$ cat config.mk
export PLATFORM = sky130hd
export DESIGN_NAME = pc_sequencer
export DESIGN_NICKNAME = d
export VERILOG_FILES = /design/src/rtl/pc_sequencer.sv
export SDC_FILE = /design/constraint.sdc
export NUM_CORES = 1
export LEC_CHECK = 0
export BUFFER_PORTS_ARGS = -buffer_cell sky130_fd_sc_hd__clkbuf_2
export CAP_MARGIN = 20
export CELL_PAD_IN_SITES_DETAIL_PLACEMENT = 1
export CELL_PAD_IN_SITES_GLOBAL_PLACEMENT = 1
export CORE_MARGIN = 4
export CORE_UTILIZATION = 35
export CTS_BUF_LIST = sky130_fd_sc_hd__clkbuf_2 sky130_fd_sc_hd__clkbuf_4 sky130_fd_sc_hd__clkbuf_8
export CTS_CLUSTER_SIZE = 20
export DETAILED_ROUTE_END_ITERATION = 16
export PLACE_DENSITY = 0.89
export SETUP_SLACK_MARGIN = 0.3
export SLEW_MARGIN = 0
export SYNTH_ARGS = -nofsm -noshare
export SYNTH_HDL_FRONTEND = slang
export SYNTH_SLANG_ARGS = --single-unit
$ cat constraint.sdc
create_clock -name clk -period 3.95 [get_ports clk]
set_clock_uncertainty 0.05 [all_clocks]
set_input_delay 0.79 -clock clk [delete_from_list [all_inputs] [get_ports clk]]
set_output_delay 0.79 -clock clk [all_outputs]
set_load 0.01 [all_outputs]
$ cat src/rtl/pc_sequencer.sv
// pc_sequencer: registered next-PC selection for the MIPS32 fetch stage.
// Replaces the branch AND gate and the PC+4/branch and jump muxes, and adds
// jump-register, stall hold and a post-reset boot cycle.
//
// Optional feature macro: MISALIGN_TRAP_EN
//   defined   : a redirect target with bits [1:0] != 0 traps to TRAP_VECTOR,
//               recording the trapping pc in epc.
//   undefined : target bits [1:0] are forced to 00; trap and epc are tied 0.
//
// state | meaning
// ------+--------------------------------------------------------------
// BOOT  | first cycle after reset; pc holds RESET_VECTOR, nothing fetched
// RUN   | normal fetch; pc advances or redirects unless stalled
// TRAP  | (MISALIGN_TRAP_EN only) pc = TRAP_VECTOR, trap pulse, no fetch

module pc_sequencer #(
    parameter int          WIDTH        = 32,
    parameter logic [31:0] RESET_VECTOR = 32'h0000_0000,
    parameter logic [31:0] TRAP_VECTOR  = 32'h0000_0180
) (
    input  logic             clk,
    input  logic             rst,
    input  logic             stall,
    input  logic             branch,
    input  logic             zero,
    input  logic [WIDTH-1:0] branch_off,
    input  logic             jump,
    input  logic [25:0]      jump_target,
    input  logic             jr,
    input  logic [WIDTH-1:0] jr_addr,
    output logic [WIDTH-1:0] pc,
    output logic [WIDTH-1:0] pc_plus4,
    output logic             pc_valid,
    output logic             redirect,
    output logic             trap,
    output logic [WIDTH-1:0] epc
);

    // Vectors must be word aligned and the jump field assumes at least 32 bits.
    if (WIDTH < 32 || RESET_VECTOR[1:0] != 2'b00 || TRAP_VECTOR[1:0] != 2'b00) begin : g_param_check
        $error("pc_sequencer: WIDTH must be >= 32 and vectors word aligned");
    end

    localparam logic [WIDTH-1:0] RESET_PC = WIDTH'(RESET_VECTOR);

`ifdef MISALIGN_TRAP_EN
    localparam logic [WIDTH-1:0] TRAP_PC = WIDTH'(TRAP_VECTOR);

    typedef enum logic [1:0] {
        ST_BOOT = 2'd0,
        ST_RUN  = 2'd1,
        ST_TRAP = 2'd2
    } state_t;
`else
    typedef enum logic {
        ST_BOOT = 1'b0,
        ST_RUN  = 1'b1
    } state_t;
`endif

    state_t           state;
    state_t           next_state;
    logic [WIDTH-1:0] next_pc;
    logic [WIDTH-1:0] jump_addr;
    logic [WIDTH-1:0] branch_addr;
    logic [WIDTH-1:0] target;
    logic             taken_branch;

    assign pc_plus4     = pc + WIDTH'(4);
    assign jump_addr    = {pc_plus4[WIDTH-1:28], jump_target, 2'b00};
    assign branch_addr  = pc_plus4 + (branch_off << 2);
    assign taken_branch = branch & zero;

    // Redirect target by fixed priority jr > jump > taken branch.
    always_comb begin
        target   = pc_plus4;
        redirect = 1'b0;
        if (jr) begin
            target = jr_addr;
        end else if (jump) begin
            target = jump_addr;
        end else if (taken_branch) begin
            target = branch_addr;
        end
        redirect = (state == ST_RUN) && (jr || jump || taken_branch);
    end

`ifdef MISALIGN_TRAP_EN
    logic [WIDTH-1:0] next_epc;

    // Next-state and next-pc selection; a misaligned target diverts to TRAP.
    always_comb begin
        next_state = state;
        next_pc    = pc;
        next_epc   = epc;
        case (state)
            ST_BOOT: next_state = ST_RUN;
            ST_RUN: begin
                if (!stall) begin
                    if (redirect) begin
                        if (target[1:0] != 2'b00) begin
                            next_state = ST_TRAP;
                            next_epc   = pc;
                            next_pc    = TRAP_PC;
                        end else begin
                            next_pc = target;
                        end
                    end else begin
                        next_pc = pc_plus4;
                    end
                end
            end
            // pc already sits at TRAP_PC; it is fetched on the return to RUN.
            ST_TRAP: next_state = ST_RUN;
            default: next_state = ST_BOOT;
        endcase
    end

    // Trap bookkeeping: epc capture and the one-cycle trap pulse.
    always_ff @(posedge clk or posedge rst) begin
        if (rst) begin
            epc  <= '0;
            trap <= 1'b0;
        end else begin
            epc  <= next_epc;
            trap <= (next_state == ST_TRAP);
        end
    end
`else
    // Next-state and next-pc selection; misaligned targets are word aligned.
    always_comb begin
        next_state = state;
        next_pc    = pc;
        case (state)
            ST_BOOT: next_state = ST_RUN;
            ST_RUN: begin
                if (!stall) begin
                    if (redirect) begin
                        next_pc = target & ~WIDTH'(3);
                    end else begin
                        next_pc = pc_plus4;
                    end
                end
            end
            default: next_state = ST_BOOT;
        endcase
    end

    assign epc  = '0;
    assign trap = 1'b0;
`endif

    // State register.
    always_ff @(posedge clk or posedge rst) begin
        if (rst) begin
            state <= ST_BOOT;
        end else begin
            state <= next_state;
        end
    end

    // PC register and fetch-valid flag.
    always_ff @(posedge clk or posedge rst) begin
        if (rst) begin
            pc       <= RESET_PC;
            pc_valid <= 1'b0;
        end else begin
            pc       <= next_pc;
            pc_valid <= (next_state == ST_RUN);
        end
    end

endmodule

## Yosys cells after proc, flatten, opt, wreduce, memory -nomap -nowiden

Cells that the tools add are included.
W data, S select, Z words.

| storage, ports and cells | value |
|---|---|
| flip-flop bits (word level) | 33 |
| bits in latches | 0 |
| bits in writable memories | 0 |
| memory bits (read-only) | 0 |
| memories | 0 |

| cells by class | value |
|---|---|
| add/subtract/negate cells | 2 |
| multipliers | 0 |
| div/mod/pow operators | 0 |
| magnitude comparators | 0 |
| eq/ne operators | 0 |
| shifts and indexed selects | 0 |
| multiplexer cells | 4 |
| bitwise gates (word level) | 2 |
| reduce and logical (&&, ||, !) cells | 4 |

Operators with widths:

| operator | number |
|---|---|
| $mux W32 | 4 |
| $add A32 B3 Y32 const B | 1 |
| $add A32 B32 Y32 | 1 |
| $logic_or A1 B1 Y1 | 2 |
| $reduce_and A2 Y1 | 1 |
| $and A1 B1 Y1 | 1 |
| $logic_and A1 B1 Y1 | 1 |
| $not A1 Y1 | 1 |

## Depth between registers and ports, before layout

| logic depth | value |
|---|---|
| depth after elaboration | 6 |
| depth in mapped cells | 16 |
| mapped depth without buffers | 15 |

## Worst setup path before layout

No wires, ideal clock.

| path | value |
|---|---|
| path kind | register to register |
| from | register pc[2] |
| to | register pc[29] |
| setup time | 86 ps |
| arrival time | 3577 ps |
| required time | 3814 ps |
| setup slack | 237 ps |
| stages on the path, launching flop included | 17 |
| path buffers | 2 |
| clock period less this slack | 3713 ps |
| cell sequence | dfrtp_1 -> ha_1 -> and4_1 -> and4_1 -> buf_2 -> nand3_1 -> xnor2_1 -> ha_1 -> buf_2 -> nand4_1 -> nor3_1 -> or4b_1 -> nand3_1 -> nor3b_2 -> o31ai_1 -> and4_1 -> nor3_1 |

| between the ends | value |
|---|---|
| word-level cells in the longest chain between the ends | 6 |

RTL lines:

| what | RTL line | source |
|---|---|---|
| start, declared | 31 | `output logic [WIDTH-1:0] pc,` |
| start signal, assigned | 168 | `pc <= next_pc;` |
| $add A32 B3 Y32 | 69 | `assign pc_plus4 = pc + WIDTH'(4);` |
| via pc_plus4[18] | 32 | `output logic [WIDTH-1:0] pc_plus4,` |
| $add A32 B32 Y32 | 71 | `assign branch_addr = pc_plus4 + (branch_off << 2);` |
| $mux W32 | 82 | `end else if (taken_branch) begin` |
| $mux W32 | 80 | `end else if (jump) begin` |
| $mux W32 | 78 | `if (jr) begin` |
| $mux W32 | 138 | `if (redirect) begin` |

The timed path passes the listed nets, and every way through them passes these cells.
A chain may end at the register's enable or synchronous reset.

## Worst setup path in the final report

| path | value |
|---|---|
| from | register pc[2] |
| to | register pc[31] |

| between the ends | value |
|---|---|
| word-level cells in the longest chain between the ends | 6 |

RTL lines:

| what | RTL line |
|---|---|
| $add A32 B3 Y32 * | 69 |
| $add A32 B32 Y32 | 71 |
| $mux W32 | 82 |
| $mux W32 | 80 |
| $mux W32 | 78 |
| $mux W32 * | 138 |

Mark *: on every way between the ends. The rest lies on a longest branch, timed or not.

==> impl_metrics.toml <==
[synth]
ys.flop_type = "dfrtp_1"
yosysSeqAreaShare_pct = 16.9
avgSynthCellArea_um2 = 7.30
netlist_area_um2 = 4590
synth_top_area_cell = "dfrtp_1"
ys_warn_count = 0
synth_area_leaders = "dfrtp_1, ha_1, a21oi_1, buf_4, xnor2_1"
synthCells = 629
synth_edf_count = 0
synth-seq-cells = 31
ys_async_sr_fraction_pct = 100
synth_top_area_share_pct = 16.9
yosysUniqueCellTypes = 70

[global_routing]
grt_pass1_vias = 6073
grt_max_degree = 45
grt_pass1_wl_um = 32100
antenna_found_initial = 0
grt_usage_pct = 27.3
overflow = 0

[detailed_routing]
ant_nets = 0
via_count = 5893
drc = 0
wl_per_cell_um = 21.9
drt_iter0_markers = 516
dr.pass1.iters = 5
routed_wl_um = 22100
via_per_inst = 5.83

[clocking]
clock-sinks = 31
clkTransAtPathRegs_ns = 0.08
cts_htree_levels = 2
hold_buffers = 0
cts_inserted_buffers = 5
clockBufferDepth = 2
clockRootBuffer = "clkbuf_8"
clk_latency_ns = 0.30
cts_tree = "yes"

[sta]
fin_crit_ns = 3.69
post-route-period-util_pct = 93.5
relSlewSlack_pct = 62.9
fmax_ghz = 0.271
fin_ws_ns = 0.259
worstMarginPinSlew_ns = 0.551
tns_ns = 0
rsz0062_at_grt = "yes"
slew_violations = 0
setup_violations = 0
finalHoldViolations = 0

[finish]
fin_nets = 972
drive_gt1_share_pct = 36.1
n_antenna_cell = 0
final_cell_count_no_fill = 1011
fill_cells = 1654
synthToLayoutAreaGrowth_pct = 37.6
final_area_um2 = 6320

[critical_path]
worstPathCellList = "ha_4 -> and4_4 -> and4_4 -> and3_4 -> nand4_1 -> xnor2_2 -> ha_4 -> a21o_1 -> a21o_1 -> a21oi_2 -> o22ai_2 -> o31a_1 -> nor3_2 -> xnor2_1 -> o211ai_1"
crit_slowest_cell = "dfrtp_2"
path_delay_family = "simple AND/OR/NAND/NOR gates"
cp-end-kind = "flip-flop"
critPathMaxStageDelay_ns = 0.41
critPathRequiredTime_ns = 4.07
critical_path.max_fanout = 7
cp_num_buf_inv = 0
crit_path_start_kind = "flip-flop"
path_class = "reg -> reg"
crit_arrival_ns = 3.81
reg2reg_setup_slack_ns = 0.26

[floorplanning]
die_h_um = 123
start_util_pct = 36.1
die_w_um = 123
ioPinCount = 196
coreArea_um2 = 12700
rows = 41
dieArea_um2 = 15000

[power]
p_clk_share_pct = 13.9
power_frac_seq_pct = 18.2
peakVddDrop_mv = 0.162
p_sw_share_pct = 48.4
power_density_nw_per_um2 = 405
p_leak_nw = 2.99
power_mw = 2.56
p_int_mw = 1.32
comb_power_share_pct = 67.9
switching_power_mw = 1.24

[job]
drv_cap = 0

[run_status]
status = "completed"

[place]
gp_congestion = 0.905
port_buffers = 154
dp.cells = 986
pre_cts_ws_ns = 0.0262
place_area_um2 = 5790
hpwl_um = 16100

[worst_hold_path]
hp-class = "in -> async"
[routing by layer]
metal  up-vias  track usage, %  routed length [um]
met5         -               0                   0
met4         0            10.2                 824
met3        73            4.01                1660
met2       325            47.4               11000
met1      2843            34.1                8620
li1       2652               -                   -
[cell type report]
type	instances	area, um^2	area share [%]
flip-flops and latches	31	781	12.4
clock inverters	2	35.0	0.554
clock buffers	6	82.6	1.31
multi-input cells	542	3760	59.4
well taps	172	215	3.41
inverters	28	105	1.66
repair buffers	230	1350	21.3
[per-stage QoR]
| step | util [%] | hold slack [ns] |
|---|---|---|
| floorplan | - | 0.514 |
| global placement | 45.5 | 0.500 |
| detailed placement | 45.5 | 0.509 |
| CTS | 47.4 | 0.526 |
| global route | 49.7 | 0.558 |
| finish | 49.7 | 0.522 |
[tightest hold or removal path: stages]
cell	delay, ns
clkbuf_2	0.08
inv_1	0.04
buf_4	0.41
[state kept, by name (all words and copies together) (netlist names)]
name and count:
pc 30, pc_valid 1
[synthesized netlist by cell type (3+ instances only)]
library cell  instances
nor2_1               46
o21bai_1              5
buf_2                 3
inv_1                26
nand2_1              54
nand3_1              28
o22ai_1              14
a31oi_1               8
ha_1                 36
nor3_1               10
nor4_1                5
a21o_1                7
xor2_1               14
a211oi_1             13
and4_1                5
mux2i_1               5
and3_1               10
nor2b_1               4
o311ai_0              6
a21oi_1              65
buf_4                37
nand2b_1              8
clkbuf_1             24
or3_1                 6
o211ai_1              6
nor3b_1               3
dfrtp_1              31
o21a_1                6
o21ai_0              42
xnor2_1              30
a221oi_1              6
nand4_1              11
a22oi_1               4
and2_1                4
o31ai_1               5
[worst paths after layout]
check                       start  endpoint  cells past startpoint
min                           rst  pc_valid                      3
min reg2reg                pc[14]    pc[14]                      2
min in group clk           pc[14]    pc[14]                      2
max in group asynchronous     rst     pc[3]                      3
max                         pc[2]    pc[31]                     15
max reg2reg                 pc[2]    pc[31]                     15
[cell usage in the layout (no fill, tap or decap), types with 6 or more instances in the layout]
cell      Yosys  routed
and3_1       10       8
nor3_1       10       9
xnor2_2       1       9
or3_1         6       6
ha_1         36      29
o22ai_1      14      13
xor2_1       14      10
a221oi_1      6       6
buf_4        37      75
clkbuf_2      0     154
a211oi_1     13      12
nand2_1      54      53
inv_1        26      25
nand3_1      28      24
a21oi_1      65      57
a21oi_2       1       9
a21o_1        7       7
o211ai_1      6       6
o21ai_0      42      37
nor2_1       46      45
nand2b_1      8       8
xnor2_1      30      22
clkbuf_8      0       6
a31oi_1       8       8
conb_1        2      38
dfrtp_1      31      27
o21a_1        6       6
nand4_1      11      11
[cells by family (layout without fill, tap and decap cells)]
logic type	count (synthesis)	in the layout	synth area share, %
AOI/OAI and AO/OA	210	210	29.3
muxes	5	5	1.09
and+or+nand+nor	207	207	23.0
xor gates and xnor gates	45	45	8.74
other	2	38	0.164
adders and majority gates	37	37	10.2
DFF	31	31	16.9
buffers and inverters	92	266	10.6
[power groups by stage]
stage,sequential [mW],clock [mW],combinational [mW]
floorplan,0.490,0,0.926
global placement,0.465,0,1.46
detailed placement,0.469,0,1.51
CTS,0.466,0.360,1.57
global route,0.476,0.376,1.86
finish,0.466,0.355,1.74
[timing repair]
action	in CTS	in global routing
setup buffers	2	15
hold endpoints to repair	0	0
endpoints found under the setup margin	14	13
pin swaps	5	21
resized for setup	25	39
gates cloned	0	0
(Power assumes the default switching activity.)
